File: config.mk
export PLATFORM = sky130hd
export DESIGN_NAME = wb_arbiter_flat
export DESIGN_NICKNAME = d
export VERILOG_FILES = /design/src/rtl/wb_arbiter_if.sv /design/src/rtl/wb_arbiter.sv /design/src/flat_wrapper.sv
export SDC_FILE = /design/constraint.sdc
export NUM_CORES = 1
export LEC_CHECK = 0
export CORE_MARGIN = 8
export CORE_UTILIZATION = 44
export DETAILED_ROUTE_END_ITERATION = 7
export PLACE_DENSITY = 0.86
export SLEW_MARGIN = 15
export SYNTH_ARGS = -nofsm -noshare
export SYNTH_HDL_FRONTEND = slang
export SYNTH_SLANG_ARGS = --single-unit
File: constraint.sdc
create_clock -name clk -period 5.7 [get_ports clk]
set_input_delay 0.57 -clock clk [delete_from_list [all_inputs] [get_ports clk]]
set_output_delay 0.57 -clock clk [all_outputs]
set_load 0.02 [all_outputs]
File: src/rtl/wb_arbiter_if.sv
// wb_arbiter_if: write-back requests, issue reservations and register-bank write port of wb_arbiter
interface wb_arbiter_if #(
   parameter int DW = 64,
   parameter int AW = 5
);
   logic                 req0_valid;
   logic [AW-1:0]        req0_addr;
   logic [DW-1:0]        req0_data;
   logic                 req0_ready;
   logic                 req1_valid;
   logic [AW-1:0]        req1_addr;
   logic [DW-1:0]        req1_data;
   logic                 req1_ready;
   logic                 iss_valid;
   logic [AW-1:0]        iss_addr;
   logic [AW-1:0]        Ad_c;
   logic [DW-1:0]        data_wr;
   logic                 wr_acc;
   logic [(1<<AW)-1:0]   busy;
   logic                 err;
   modport slave (
      input  req0_valid, req0_addr, req0_data, req1_valid, req1_addr, req1_data, iss_valid, iss_addr,
      output req0_ready, req1_ready, Ad_c, data_wr, wr_acc, busy, err
   );
   modport master (
      output req0_valid, req0_addr, req0_data, req1_valid, req1_addr, req1_data, iss_valid, iss_addr,
      input  req0_ready, req1_ready, Ad_c, data_wr, wr_acc, busy, err
   );
endinterface

File: src/rtl/wb_arbiter.sv
// wb_arbiter: ALU/load write-back arbiter with busy scoreboard; define WBARB_FIXED_PRIO_EN to give the load unit fixed priority
module wb_arbiter #(
   parameter int DW = 64,
   parameter int AW = 5
) (
   input  logic        clk,
   input  logic        rst,
   wb_arbiter_if.slave bus
);
   localparam int NR = 1 << AW;
   logic          gnt0, gnt1, acc, wr_d, wr_q, err_d, err_q;
   logic [AW-1:0] sel_addr, ad_d, ad_q;
   logic [DW-1:0] sel_data, dat_d, dat_q;
   logic [NR-1:0] set_m, clr_m, busy_d, busy_q;
`ifdef WBARB_FIXED_PRIO_EN
   // Load unit wins every tie; nothing is granted while in reset
   always_comb begin
      gnt1 = !rst && bus.req1_valid;
      gnt0 = !rst && bus.req0_valid && !bus.req1_valid;
   end
`else
   logic prio_d, prio_q;
   // Round-robin: prio_q names the tie winner and flips to the other side after each grant
   always_comb begin
      gnt0   = !rst && bus.req0_valid && (!bus.req1_valid || !prio_q);
      gnt1   = !rst && bus.req1_valid && (!bus.req0_valid || prio_q);
      prio_d = gnt0 ? 1'b1 : gnt1 ? 1'b0 : prio_q;
   end
   // Pointer register, favouring req0 out of reset
   always_ff @(posedge clk) prio_q <= rst ? 1'b0 : prio_d;
`endif
   // Select the winner, drop r0 writes, and update scoreboard with new reservations overriding clears
   always_comb begin
      acc      = gnt0 || gnt1;
      sel_addr = gnt1 ? bus.req1_addr : bus.req0_addr;
      sel_data = gnt1 ? bus.req1_data : bus.req0_data;
      wr_d     = acc && (sel_addr != '0);
      ad_d     = wr_d ? sel_addr : ad_q;
      dat_d    = wr_d ? sel_data : dat_q;
      set_m    = (bus.iss_valid && bus.iss_addr != '0) ? (NR'(1) << bus.iss_addr) : '0;
      clr_m    = wr_d ? (NR'(1) << sel_addr) : '0;
      busy_d   = (busy_q & ~clr_m) | set_m;
      err_d    = err_q || (wr_d && !busy_q[sel_addr]);
   end
   // Write port, scoreboard and sticky error state
   always_ff @(posedge clk) begin
      if (rst) begin
         wr_q   <= 1'b0;
         ad_q   <= '0;
         dat_q  <= '0;
         busy_q <= '0;
         err_q  <= 1'b0;
      end else begin
         wr_q   <= wr_d;
         ad_q   <= ad_d;
         dat_q  <= dat_d;
         busy_q <= busy_d;
         err_q  <= err_d;
      end
   end
   assign bus.req0_ready = gnt0;
   assign bus.req1_ready = gnt1;
   assign bus.wr_acc     = wr_q;
   assign bus.Ad_c       = ad_q;
   assign bus.data_wr    = dat_q;
   assign bus.busy       = busy_q;
   assign bus.err        = err_q;
endmodule

File: src/flat_wrapper.sv
// flat-port wrapper written by rule: the top's interface ports become plain ports
module wb_arbiter_flat 
#(
   parameter int DW = 64,
   parameter int AW = 5
)
  (clk, rst, bus_req0_valid, bus_req0_addr, bus_req0_data, bus_req1_valid, bus_req1_addr, bus_req1_data, bus_iss_valid, bus_iss_addr, bus_req0_ready, bus_req1_ready, bus_Ad_c, bus_data_wr, bus_wr_acc, bus_busy, bus_err);
  wb_arbiter_if #(.DW(DW), .AW(AW)) bus_i ();
  input  logic clk;
  input  logic rst;
  input wire logic [$bits(bus_i.req0_valid)-1:0] bus_req0_valid;
  input wire logic [$bits(bus_i.req0_addr)-1:0] bus_req0_addr;
  input wire logic [$bits(bus_i.req0_data)-1:0] bus_req0_data;
  input wire logic [$bits(bus_i.req1_valid)-1:0] bus_req1_valid;
  input wire logic [$bits(bus_i.req1_addr)-1:0] bus_req1_addr;
  input wire logic [$bits(bus_i.req1_data)-1:0] bus_req1_data;
  input wire logic [$bits(bus_i.iss_valid)-1:0] bus_iss_valid;
  input wire logic [$bits(bus_i.iss_addr)-1:0] bus_iss_addr;
  output wire logic [$bits(bus_i.req0_ready)-1:0] bus_req0_ready;
  output wire logic [$bits(bus_i.req1_ready)-1:0] bus_req1_ready;
  output wire logic [$bits(bus_i.Ad_c)-1:0] bus_Ad_c;
  output wire logic [$bits(bus_i.data_wr)-1:0] bus_data_wr;
  output wire logic [$bits(bus_i.wr_acc)-1:0] bus_wr_acc;
  output wire logic [$bits(bus_i.busy)-1:0] bus_busy;
  output wire logic [$bits(bus_i.err)-1:0] bus_err;
  assign bus_i.req0_valid = bus_req0_valid;
  assign bus_i.req0_addr = bus_req0_addr;
  assign bus_i.req0_data = bus_req0_data;
  assign bus_i.req1_valid = bus_req1_valid;
  assign bus_i.req1_addr = bus_req1_addr;
  assign bus_i.req1_data = bus_req1_data;
  assign bus_i.iss_valid = bus_iss_valid;
  assign bus_i.iss_addr = bus_iss_addr;
  assign bus_req0_ready = bus_i.req0_ready;
  assign bus_req1_ready = bus_i.req1_ready;
  assign bus_Ad_c = bus_i.Ad_c;
  assign bus_data_wr = bus_i.data_wr;
  assign bus_wr_acc = bus_i.wr_acc;
  assign bus_busy = bus_i.busy;
  assign bus_err = bus_i.err;
  wb_arbiter #(.DW(DW), .AW(AW)) u_core (.clk(clk), .rst(rst), .bus(bus_i));
endmodule
==> results.cfg, run 1 <==
[critical_path]
cp_num_buf_inv = 2
critPathLaunchType = primary input
setup.worst_path.class = in2reg
worst_path_max_delay_cell = clkinv_2
end_kind = flip-flop
cp.required_ps = 5960
cp_cell_sequence = clkdlybuf4s50_1 > nand2b_1 > nand2_4 > clkinv_2 > a21oi_2 > mux2i_1 > o21ai_0 > a211o_1 > a41oi_1
crit_family = buffers and inverters
cp.depth = 9
ff2ff_path_depth = 8
cpPeakStageDelay_ps = 940
cp_max_fo = 71
arrival_ps = 4420

[cts]
cts_resized = 0
hold_buffers = 0
clock_sinks = 104
cts_buffers = 9
clock_latency_ps = 350
htree_levels = 3
cts_tree = yes
clk_path_buf_depth = 2
post-cts-setup-buffer-count = 0
clkTransAtPathRegs_ps = 70
root_buffer = clkbuf_16

[worst_hold_path]
holdCritPathClass = reg2reg
hold_depth = 2

[logic_synthesis]
synth-simple-area-share_pct = 22.91
synth_area_leaders = dfxtp_1, nand2_1, a311oi_2, nor2_1, a21oi_1
synth-adder-area-share_pct = 0
synth_area_leader_cell = dfxtp_1
synth-seq-cells = 104
yosys.cell_types.count = 50
synth_seq_area_share_pct = 39.92
synth_top_family_by_area = compound AO/OA/AOI/OAI gates
synthCells = 635
ys_warn_count = 0
netlist.area_leader.share_pct = 39.92
synth_nets = 783
synth_xor_area_share_pct = 0
synthMuxAreaShare_pct = 2.951
synth-main-ff-cell = dfxtp_1
synth_compound_area_share_pct = 28.72
synth_area_mm2 = 0.005215
ys_async_sr_fraction_pct = 0
synth_edf_count = 0
syn_avg_cell_area_um2 = 8.213

[sta]
finalMaxSlewViolations = 0
rsz0062_at_grt = false
finClkSkew_ps = 7.724
fin_crit_sh_pct = 72.92
max-slew-margin-rel_pct = 26.88
setup_tns_ps = 0
setup_violations = 0
hold_viol_final = 0
tightest_slew_ps = 1097
min_period_ps = 4157
fmax_ghz = 0.2406

[pwr]
p_leak_nw = 2.867
power_density_mw_per_mm2 = 248.1
ir_worst_vdd_mv = 0.1671
power.total_w = 0.002002

[run_status]
status = finished clean

[grt]
antenna_found_initial = 0
first_global_vias = 5865
grt_max_degree = 72
grtUsageTotal_pct = 25.39
gr-total-overflow = 0
grt_pass1_wl_um = 31950

[floorplanning]
die_area_mm2 = 0.01559
dieWidth_um = 124.9
std_cell_rows = 39
fp.coreArea_mm2 = 0.01152
initial_core_util_pct = 45.28
io-pin-count = 253
fp.dieH_um = 124.9

[final_layout]
multi_input_area_mm2 = 0.002858
final_cells = 1003
layout-drive-gt1-share_pct = 9.070
sequential_cell_area_mm2 = 0.002082
syn2layout_area_growth_pct = 54.75
nets = 1003
fin_util_pct = 70.08
antennaDiodeCount = 0
fill_cells = 867

[placement]
gp_congestion = 0.9271
port_buffers = 252
dp_hpwl_um = 15400
dp.cells = 987

[drt]
routed_via_density = 5.771
wl_per_cell_um = 20.54
ant_nets = 0
totalWireLength_um = 20600
first_pass_iters = 5
drt_iter0_markers = 633
dr_total_vias = 5788
drc = 0

[flow_run]
drv_cap = 0
cell usage in the layout (no fill, tap or decap), drive strengths merged, types with 7 or more instances in the layout:
master and count:
nand2b 12, clkbuf 11, clkdlybuf4s50 251, dfxtp 104, inv 10, o31ai 15, nor2 75, a311oi 64
nand2 177, mux2i 7, a21oi 44, o21ai 24
kinds of logic after synthesis:
family                 after synthesis
DFF                                104
and+or+nand+nor                    287
muxes                               12
buffers and inverters               58
AOI/OAI and AO/OA                  174
area by class of cell:
class,instances,share of cell area (%)
inverters,11,0.5271
clock buffers,11,3.008
repair buffers,256,31.75
well taps,143,2.217
clock inverters,5,1.287
multi-input cells,473,35.41
flip-flops and latches,104,25.80
per-stage QoR:
stage / cell area [um^2] / worst slack [ps] / hold WS, ps
2_1_floorplan: 5215 / 3313 / 476.3
3_3_place_gp: 7712 / 1544 / 447.8
3_5_place_dp: 7712 / 1377 / 454.0
4_1_cts: 8059 / 1623 / 463.4
5_1_grt: 8070 / 1270 / 491.7
6_report: 8070 / 1543 / 471.3
final timing paths:
check / from / to / slack [ps]
hold reg to reg: u_core.bus.Ad_c[3]$_SDFFE_PP0P_ / u_core.bus.Ad_c[3]$_SDFFE_PP0P_ / 470
setup reg to reg: u_core.prio_q$_SDFFE_PP0P_ / u_core.bus.err$_SDFF_PP0_ / 1920
setup / recovery: bus_req0_valid / u_core.bus.err$_SDFF_PP0_ / 1540
hold / removal: u_core.bus.Ad_c[3]$_SDFFE_PP0P_ / u_core.bus.Ad_c[3]$_SDFFE_PP0P_ / 470
routing by layer:
metal	global-route usage, %	part of all wire, %	up-vias
li1	-	-	2685
met1	27.64	37	2730
met2	44.41	50	314
met3	6.036	8.3	59
met4	14.40	4.3	0
met5	0	0	-
power by group:
group          total, W  switching (W)  internal [W]  leakage (nW)
Sequential     0.000799      0.0000277      0.000772         0.855
Clock          0.000717       0.000275      0.000442         0.170
Combinational  0.000486       0.000252      0.000234          1.84
synthesized netlist by cell type (2+ instances only):
library cell / n
nor2b_1: 3
nor4b_1: 2
mux2i_1: 5
nand3_1: 2
nand2_1: 175
and3_1: 2
nand2b_1: 12
mux2_4: 3
o221ai_1: 2
o21a_1: 5
and3b_1: 3
a311oi_1: 24
buf_6: 7
o31ai_1: 15
a211oi_1: 4
o21ai_0: 23
mux2_2: 2
o211ai_1: 2
a21oi_1: 43
or2_2: 3
inv_1: 10
buf_2: 10
clkbuf_1: 27
a221oi_1: 4
a311oi_2: 40
nor3_1: 2
buf_1: 2
nor2_1: 75
nor3b_1: 4
dfxtp_1: 104
worst register-to-register path: stages (launching register included):
cell and delay [ps]:
dfxtp_1 340, nand2b_1 210, nand2_4 490, clkinv_2 970, a21oi_2 780, mux2i_1 320, o21ai_0 130, a211o_1 290
a41oi_1 170
registers in the layout, indices dropped and copies added (netlist names):
register and flops:
u_core.bus.err 1, u_core.bus.busy 32, u_core.prio_q 1, u_core.bus.Ad_c 5, u_core.bus.data_wr 64, u_core.bus.wr_acc 1
No activity file was read; power rests on OpenSTA's default activity.
==> inputs of run 2 (changes only) <==
--- a/config.mk
+++ b/config.mk
@@ -6,9 +6,9 @@
 export NUM_CORES = 1
 export LEC_CHECK = 0
 export CORE_MARGIN = 8
-export CORE_UTILIZATION = 44
+export CORE_UTILIZATION = 41
 export DETAILED_ROUTE_END_ITERATION = 7
-export PLACE_DENSITY = 0.86
+export PLACE_DENSITY = 0.81
 export SLEW_MARGIN = 15
 export SYNTH_ARGS = -nofsm -noshare
 export SYNTH_HDL_FRONTEND = slang
==> constraint.sdc (replaced) <==
create_clock -name clk -period 3.86 [get_ports clk]
set_input_delay 0.386 -clock clk [delete_from_list [all_inputs] [get_ports clk]]
set_output_delay 0.386 -clock clk [all_outputs]
set_load 0.02 [all_outputs]
==> run 2 against run 1 <==
  * Highest routed layer unchanged
  * Cell count is 3.5% higher
  * Largest cell class unchanged
  * Non-clock buffer count is 7 higher
  * First-iteration DRC count is 29% lower
  * Largest power group unchanged
==> results.cfg, run 2 (synthesis gave the netlist of run 1 again) <==
[final_layout]
fill_cells = 1082
nets = 1010
antennaDiodeCount = 0
sequential_cell_area_mm2 = 0.002082
final_cells = 1038
final_common_cell = clkdlybuf4s50_1
syn2layout_area_growth_pct = 55.61
layout-drive-gt1-share_pct = 9.584
multi_input_area_mm2 = 0.002848
fin_area_mm2 = 0.008115
largest_register_ffs = 64
mostFrequentLayoutCells = clkdlybuf4s50_1, nand2_1, dfxtp_1

[cts]
cts_tree = yes
clock_latency_ps = 350
clk_path_buf_depth = 2
post-cts-setup-buffer-count = 0
htree_levels = 3
cts_resized = 0
clkTransAtPathRegs_ps = 70
root_buffer = clkbuf_16
clock_sinks = 104
cts_buffers = 9
hold_buffers = 0

[pwr]
power_density_mw_per_mm2 = 346.3
power.total_w = 0.002811
p_comb_share_pct = 25.5
clkPwrFrac_pct = 32.6
p_int_w = 0.002010
power.share.switching_pct = 28.50
ir_worst_vdd_mv = 0.1888
p_leak_nw = 2.877
power_switching_w = 0.0008009
seqPwrFrac_pct = 41.9

[critical_path]
arrival_ps = 3190
startpoint = bus_req1_valid
critPathLaunchType = primary input
cp_max_fo = 38
setup.worst_path.class = in2reg
r2r_slack_ps = 1090
r2r_start = u_core.prio_q$_SDFFE_PP0P_
ff2ff_path_depth = 8
r2r_end = u_core.bus.err$_SDFF_PP0_
end_kind = flip-flop
cp.required_ps = 4120

[worst_hold_path]
holdPathEnd = u_core.bus.Ad_c[4]$_SDFFE_PP0P_
hold_depth = 2
holdCritPathClass = reg2reg
worstHoldStart = u_core.bus.Ad_c[4]$_SDFFE_PP0P_

[grt]
grtUsageTotal_pct = 22.91
grt_max_degree = 58
antenna_found_initial = 0
first_global_vias = 5441
gr-total-overflow = 0
grt_pass1_wl_um = 29840

[drt]
dr_total_vias = 5573
wl_per_cell_um = 18.81
ant_nets = 0
totalWireLength_um = 19520
drt_iter0_markers = 452
drc = 0
first_pass_iters = 5
routed_via_density = 5.369

[run_status]
status = finished clean

[sta]
rsz0062_at_grt = false
fmax_ghz = 0.3411
finalMaxSlewViolations = 0
max-slew-margin-rel_pct = 20.11
finClkSkew_ps = 6.411
fin_crit_sh_pct = 75.95
setup_tns_ps = 0
setup_violations = 0
tightest_slew_ps = 1196
min_period_ps = 2932
hold_viol_final = 0
worst_slack_ps = 928.3

[placement]
dp_hpwl_um = 14770
gp_congestion = 0.9512
dp.cells = 1023
dpl_worst_slack_ps = 699.3
placed_area_mm2 = 0.007826
port_buffers = 252

[flow_run]
drv_cap = 0

[floorplanning]
dieWidth_um = 128.8
fp.coreArea_mm2 = 0.01252
std_cell_rows = 41
fp.dieH_um = 128.8
io-pin-count = 253
die_area_mm2 = 0.01658
initial_core_util_pct = 41.66
-- run 2: changes by cell type in the layout (fill, tap and decap cells not counted), sizes merged --
cell,previous run,this run
bufinv,3,1
clkinvlp,0,1
clkinv,3,1
buf,5,12
clkbuf,11,12
inv,10,11
-- run 2: area by class of cell --
type	count	area share, %
Multi-Input combinational cell	473	35.09
Timing Repair Buffer	263	32.53
Sequential cell	104	25.66
Clock buffer	12	3.037
Tap cell	172	2.652
Clock inverter	3	0.5242
Inverter	11	0.5088
-- run 2: power groups by stage --
stage	combinational, W	sequential (W)	clock (W)
2_1_floorplan	0.000278	0.00128	0
5_1_grt	0.000766	0.00119	0.000971
3_5_place_dp	0.000714	0.00120	0
4_1_cts	0.000717	0.00118	0.000930
6_report	0.000716	0.00118	0.000917
3_3_place_gp	0.000707	0.00120	0
-- run 2: through the flow --
stage / utilization [%] / hold slack [ps]
floorplan: - / 476.3
global placement: 62.53 / 444.4
detailed placement: 62.53 / 461.5
CTS: 64.83 / 471.2
global route: 64.83 / 512.6
finish: 64.83 / 478.3
-- run 2: how the worst max path moves through the flow --
stage	endpoint	depth (start not counted)
final	u_core.bus.err$_SDFF_PP0_	9
after global routing	u_core.bus.busy[7]$_SDFF_PP0_	7
after CTS	u_core.bus.busy[9]$_SDFF_PP0_	7
after detailed placement	u_core.bus.err$_SDFF_PP0_	9
after global placement	u_core.bus.err$_SDFF_PP0_	8
after floorplan	u_core.bus.err$_SDFF_PP0_	9
-- run 2: worst max-delay path: stages --
cell,delay (ps)
clkdlybuf4s50_1,520
nor2b_4,210
nand2_4,180
buf_4,320
a31oi_1,720
o221ai_1,280
o32ai_1,180
o2111ai_1,150
a41oi_1,230
-- run 2: metal layers --
layer / vias to the layer above / wire length [um] / global-route usage, %
li1: 2697 / - / -
met3: 33 / 1825 / 5.875
met4: 0 / 499 / 9.675
met5: - / 0 / 0
met2: 272 / 9374 / 37.68
met1: 2571 / 7821 / 27.81
==> edit 1: new RTL, settings of run 2 <==
Make the reset (`rst`) asynchronous in one clocked block.
--- a/src/rtl/wb_arbiter.sv
+++ b/src/rtl/wb_arbiter.sv
@@ -44,5 +44,5 @@
    end
    // Write port, scoreboard and sticky error state
-   always_ff @(posedge clk) begin
+   always_ff @(posedge clk or posedge rst) begin
       if (rst) begin
          wr_q   <= 1'b0;
Behaviour: differs if rst is asserted again (counterexample within 4 cycles, from zero or initial values and one cycle with rst high); with rst held inactive, the same outputs for 10 cycles.
==> edit 1 against run 2 <==
  * Final area fell by 2.1%
  * Hold slack got worse by 0.033 ns
  * Largest power group unchanged
  * Non-clock buffer count fell by 5
  * Wire length fell by 2.1%
  * Clock skew barely moved
  * Largest cell class is now sequential cells
  * Total power rose by 27%
  * Worst setup slack improved by 0.32 ns
  * Sequential share of layout area rose by 7.0 points
  * Count of clock-buffer cells in the layout fell by 3
  * Critical endpoint is now u_core.bus.data_wr[17]$_DFFE_PP0P_
  * Sequential cell count did not move
  * Area after synthesis fell by 3.5%
==> edit 1: results (changes against run 2) <==
TNS Setup 0 ns (unchanged); Post-Route WL 19.10 mm (-2.1%); minimum setup slack among reg-to-reg paths 1.53 ns (+0.44 ns); via count 5380 (-3.5%); metal3 WL 1.712 mm (-6.2%); number of global-route vias before repair 5516 (+1.4%); Synth Net Count 728 (-7.0%); initial DRC count 470 (+4.0%); max FFs per register 64 (unchanged); WL met1 7.538 mm (-3.6%); synth unique cells 47 (-6.0%); CTS clk-pin slew, worst paths 0.07 ns (about the same); share of cells above drive strength 1 5.225% (-4.4 points); R2R depth 8 (unchanged); DR top layer met4; Synth Warn # 0 (unchanged); async set-reset flop share out of synthesis 99.04% (+99 points); Port Buf Inserts 252 (unchanged); critical path startpoint rst; Mean Syn Cell Area 8.676 sq um (+5.6%); R2R Path Start u_core.prio_q$_SDFFE_PP0P_; synth top area cells dfrtp_1, nand2_1, a31oi_1; most frequent cells after synthesis nand2_1, dfrtp_1, nor2_1; hpwl dp 14.54 mm (-1.6%); post-place setup slack 0.8949 ns (+0.1956 ns); maximum fanout along the worst path 43 (+13%); Rel. slew slack 45.97% (+26 points); first-pass GRT wire length 29.35 mm (-1.6%); ys flop type dfrtp_1; placed cell count 954 (-6.7%); largest net degree at the start of global routing 95 (+64%); Reg2Reg Capture Point u_core.bus.data_wr[17]$_DFFE_PP0P_; post-synthesis compound-gate area fraction 19.97% (-8.8 points); H-tree Lvls 3 (unchanged); met2 usage 38.84% (+1.2 points); root buffer cell clkbuf_16; Leakage Power 0.003185 uW (+11%); Worst Hold Depth 0 (-2); status finished, final reports clean; Worst EP arrival 2.82 ns (-0.37 ns); gpl congestion 0.9578 (+0.69%); metal2 WL 9.172 mm (-2.2%); Hold EP u_core.bus.busy[0]$_DFF_PP0_; Seq/Total Area, Yosys 51.62% (+12 points); Total GRT Usage 23.04% (+0.13 points); Worst Hold Launch u_core.bus.busy[0]$_DFF_PP0_; GRT met3 Usage 6.829% (+0.95 points); M1 GR Usage 26.27% (-1.5 points); post-synthesis mux area share 3.207% (+0.26 points); peak supply drop 0.2968 mV (+57%); Avg WL per Cell 19.69 microns (+4.7%); postcts setup bufs 0 (unchanged); Layout Skew 0.006585 ns (+0.0001735 ns)
==> edit 1: metrics by stage <==
stage          cell area [sq um]  hold WS (ns)
6_report                    7944        0.4456
5_1_grt                     7944        0.4421
4_1_cts                     7944        0.4377
3_5_place_dp                7662        0.4215
3_3_place_gp                7662        0.4272
2_1_floorplan               5036        0.4906
==> edit 1: cell families (layout without fill, tap and decap cells) <==
family,Yosys count,count (layout)
buf+inv,39,282
mux,12,12
compound gates,168,168
flops,104,104
simple gates,257,257
==> edit 1: final cells by class <==
cell class	count	area, sq um
Clock buffer	9	225.2
Clock inverter	7	56.30
Fill cell	985	4068
Inverter	8	33.78
Multi-Input combinational cell	437	2267
Sequential cell	104	2597
Tap cell	147	183.9
Timing Repair Buffer	258	2580
==> edit 1: how the worst max path moves through the flow <==
stage                                               endpoint  slack [ns]  cells past startpoint
after CTS                                     bus_req1_ready        1.23                      5
after global placement              u_core.bus.err$_DFF_PP0_        0.95                      8
after floorplan               u_core.bus.Ad_c[2]$_DFFE_PP0P_        0.68                      7
after global routing      u_core.bus.data_wr[17]$_DFFE_PP0P_        1.09                      9
final                     u_core.bus.data_wr[17]$_DFFE_PP0P_        1.25                      9
after detailed placement   u_core.bus.data_wr[5]$_DFFE_PP0P_        0.89                      9
==> edit 1: critical path: stages <==
cell and delay, ns:
clkdlybuf4s50_1 0.56, and2b_4 0.24, nand2_4 0.34, mux2_4 0.39, nor2_1 0.25, a31oi_4 0.14, buf_4 0.29, nor2_1 0.14
a31oi_1 0.06
==> edit 1: power breakdown <==
part / total, uW / switching (uW) / internal [uW]
sequential: 1430 / 149 / 1280
clock: 876 / 433 / 444
combinational: 1270 / 656 / 614
total: 3580 / 1240 / 2340
==> edit 2: new RTL, config.mk and constraints of run 2 <==
Without the edit above. Build with the macro `WBARB_FIXED_PRIO_EN` defined.
--- a/src/rtl/wb_arbiter.sv
+++ b/src/rtl/wb_arbiter.sv
@@ -1,3 +1,5 @@
 // wb_arbiter: ALU/load write-back arbiter with busy scoreboard; define WBARB_FIXED_PRIO_EN to give the load unit fixed priority
+`define WBARB_FIXED_PRIO_EN
+
 module wb_arbiter #(
    parameter int DW = 64,
Function: changed (Yosys sat finds a counterexample within 4 cycles, from zero or initial values and one cycle with rst high).
==> edit 2 against run 2 <==
  * Clock skew decreased by 0.0016 ns
  * Die area up 0.74%
  * Sequential cell count fell by 1
  * First-iteration DRC count increased by 17%
  * Wire length grew 5.3%
  * Worst setup slack worse by 0.28 ns
  * Area after synthesis up 0.84%
  * Total power increased by 0.25%
  * Final area decreased by 0.66%
  * Critical path type is now input port to output pin
  * Critical endpoint is now bus_req1_ready
  * Largest cell class unchanged
  * Highest routed layer unchanged
==> edit 2: results (changes against run 2) <==
Worst-Skew Late Latency 0.35 ns (about the same); maximum fanout along the worst path 55 (+45%); first-pass GRT wire length 31.57 mm (+5.8%); status finished, final reports clean; most frequent cells after synthesis nand2_1, dfxtp_1, nor2_1; peak supply drop 0.2357 mV (+25%); gpl congestion 0.8962 (-5.8%); async set-reset flop share out of synthesis 0% (unchanged); Synth Net Count 757 (-3.3%); initial antenna violation count 1 (+1); via/cell ratio 5.625 (+4.8%); TritonRoute pass-1 iters 5 (unchanged); Post-Route WL 20.56 mm (+5.3%); final net count 980 (-3.0%); largest net degree at the start of global routing 71 (+22%); CTS clk-pin slew, worst paths 0.07 ns (about the same); Mean Syn Cell Area 8.635 sq um (+5.1%); Worst EP arrival 2.83 ns (-0.36 ns); post-synthesis xor/xnor area fraction 0% (unchanged); synth unique cells 45 (-10%); Rel. slew slack 41.36% (+21 points); Area after DPL 0.007762 sq mm (-0.82%); Fill cells 1053 (-2.7%); hpwl dp 15.85 mm (+7.3%); post-place setup slack 0.5225 ns (-0.1768 ns); share of cells above drive strength 1 12.43% (+2.8 points); via count 5681 (+1.9%); placed cell count 993 (-2.9%); post-synthesis mux area share 3.355% (+0.40 points); Total GRT Usage 24.14% (+1.2 points); synth top area cells dfxtp_1, a311oi_2, nand2_1; Synth Warn # 0 (unchanged); Leakage Power 0.002846 uW (-1.1%); post_cts resized 0 (unchanged); Layout Skew 0.004802 ns (-0.001609 ns); area grow syn2layout 53.30%; number of global-route vias before repair 5788 (+6.4%); worst min path class input port to flop; initial DRC count 528 (+17%); post-synthesis compound-gate area fraction 30.29% (+1.6 points); Seq/Total Area, Yosys 39.21% (-0.71 points)
[edit 2: changes by cell type after synthesis, sizes merged, moves of 6 or more]
cell and change:
a21oi -10, o21ai +14, inv -7, nand2b -8
mux2i +6, o31ai -11
[edit 2: worst max-delay path, stage by stage]
cell and delay [ns]:
clkdlybuf4s50_1 0.68, nand2b_4 0.22, inv_4 0.26, buf_4 0.53
clkdlybuf4s50_1 0.72
[edit 2: final timing paths]
kind	start	end	slack (ns)	cells after the start
worst min-delay path	rst	u_core.bus.busy[24]$_SDFF_PP0_	0.35	2
worst max-delay path	bus_req1_valid	bus_req1_ready	0.64	5
worst max register to register	u_core.bus.busy[27]$_SDFF_PP0_	u_core.bus.err$_SDFF_PP0_	2.56	4
worst min register to register	u_core.bus.Ad_c[4]$_SDFFE_PP0P_	u_core.bus.Ad_c[4]$_SDFFE_PP0P_	0.49	2
[edit 2: layout make-up]
class	count	share of cell area [%]
Antenna cell	1	0.03104
Clock buffer	15	3.570
Clock inverter	1	0.1086
Inverter	3	0.1707
Multi-Input combinational cell	456	35.96
Sequential cell	103	25.58
Tap cell	172	2.670
Timing Repair Buffer	259	31.91
[edit 2: routing by layer]
| layer | vias to the layer above | global-route usage, % | share of wire (%) |
|---|---|---|---|
| li1 | 2605 | - | - |
| met1 | 2711 | 28.36 | 39 |
| met2 | 306 | 39.68 | 48 |
| met3 | 59 | 6.450 | 8.6 |
| met4 | 0 | 12.44 | 4.5 |
| met5 | - | 0 | 0 |
[edit 2: logic make-up after synthesis]
family | Yosys count
and+or+nand+nor | 279
AOI/OAI and AO/OA | 161
DFF | 103
buffers and inverters | 50
muxes | 16
[edit 2: power by group]
group | internal, uW | total, uW | switching, uW
Sequential | 1130 | 1170 | 38.8
Combinational | 355 | 738 | 383
Clock | 512 | 911 | 400
Total | 2000 | 2820 | 822
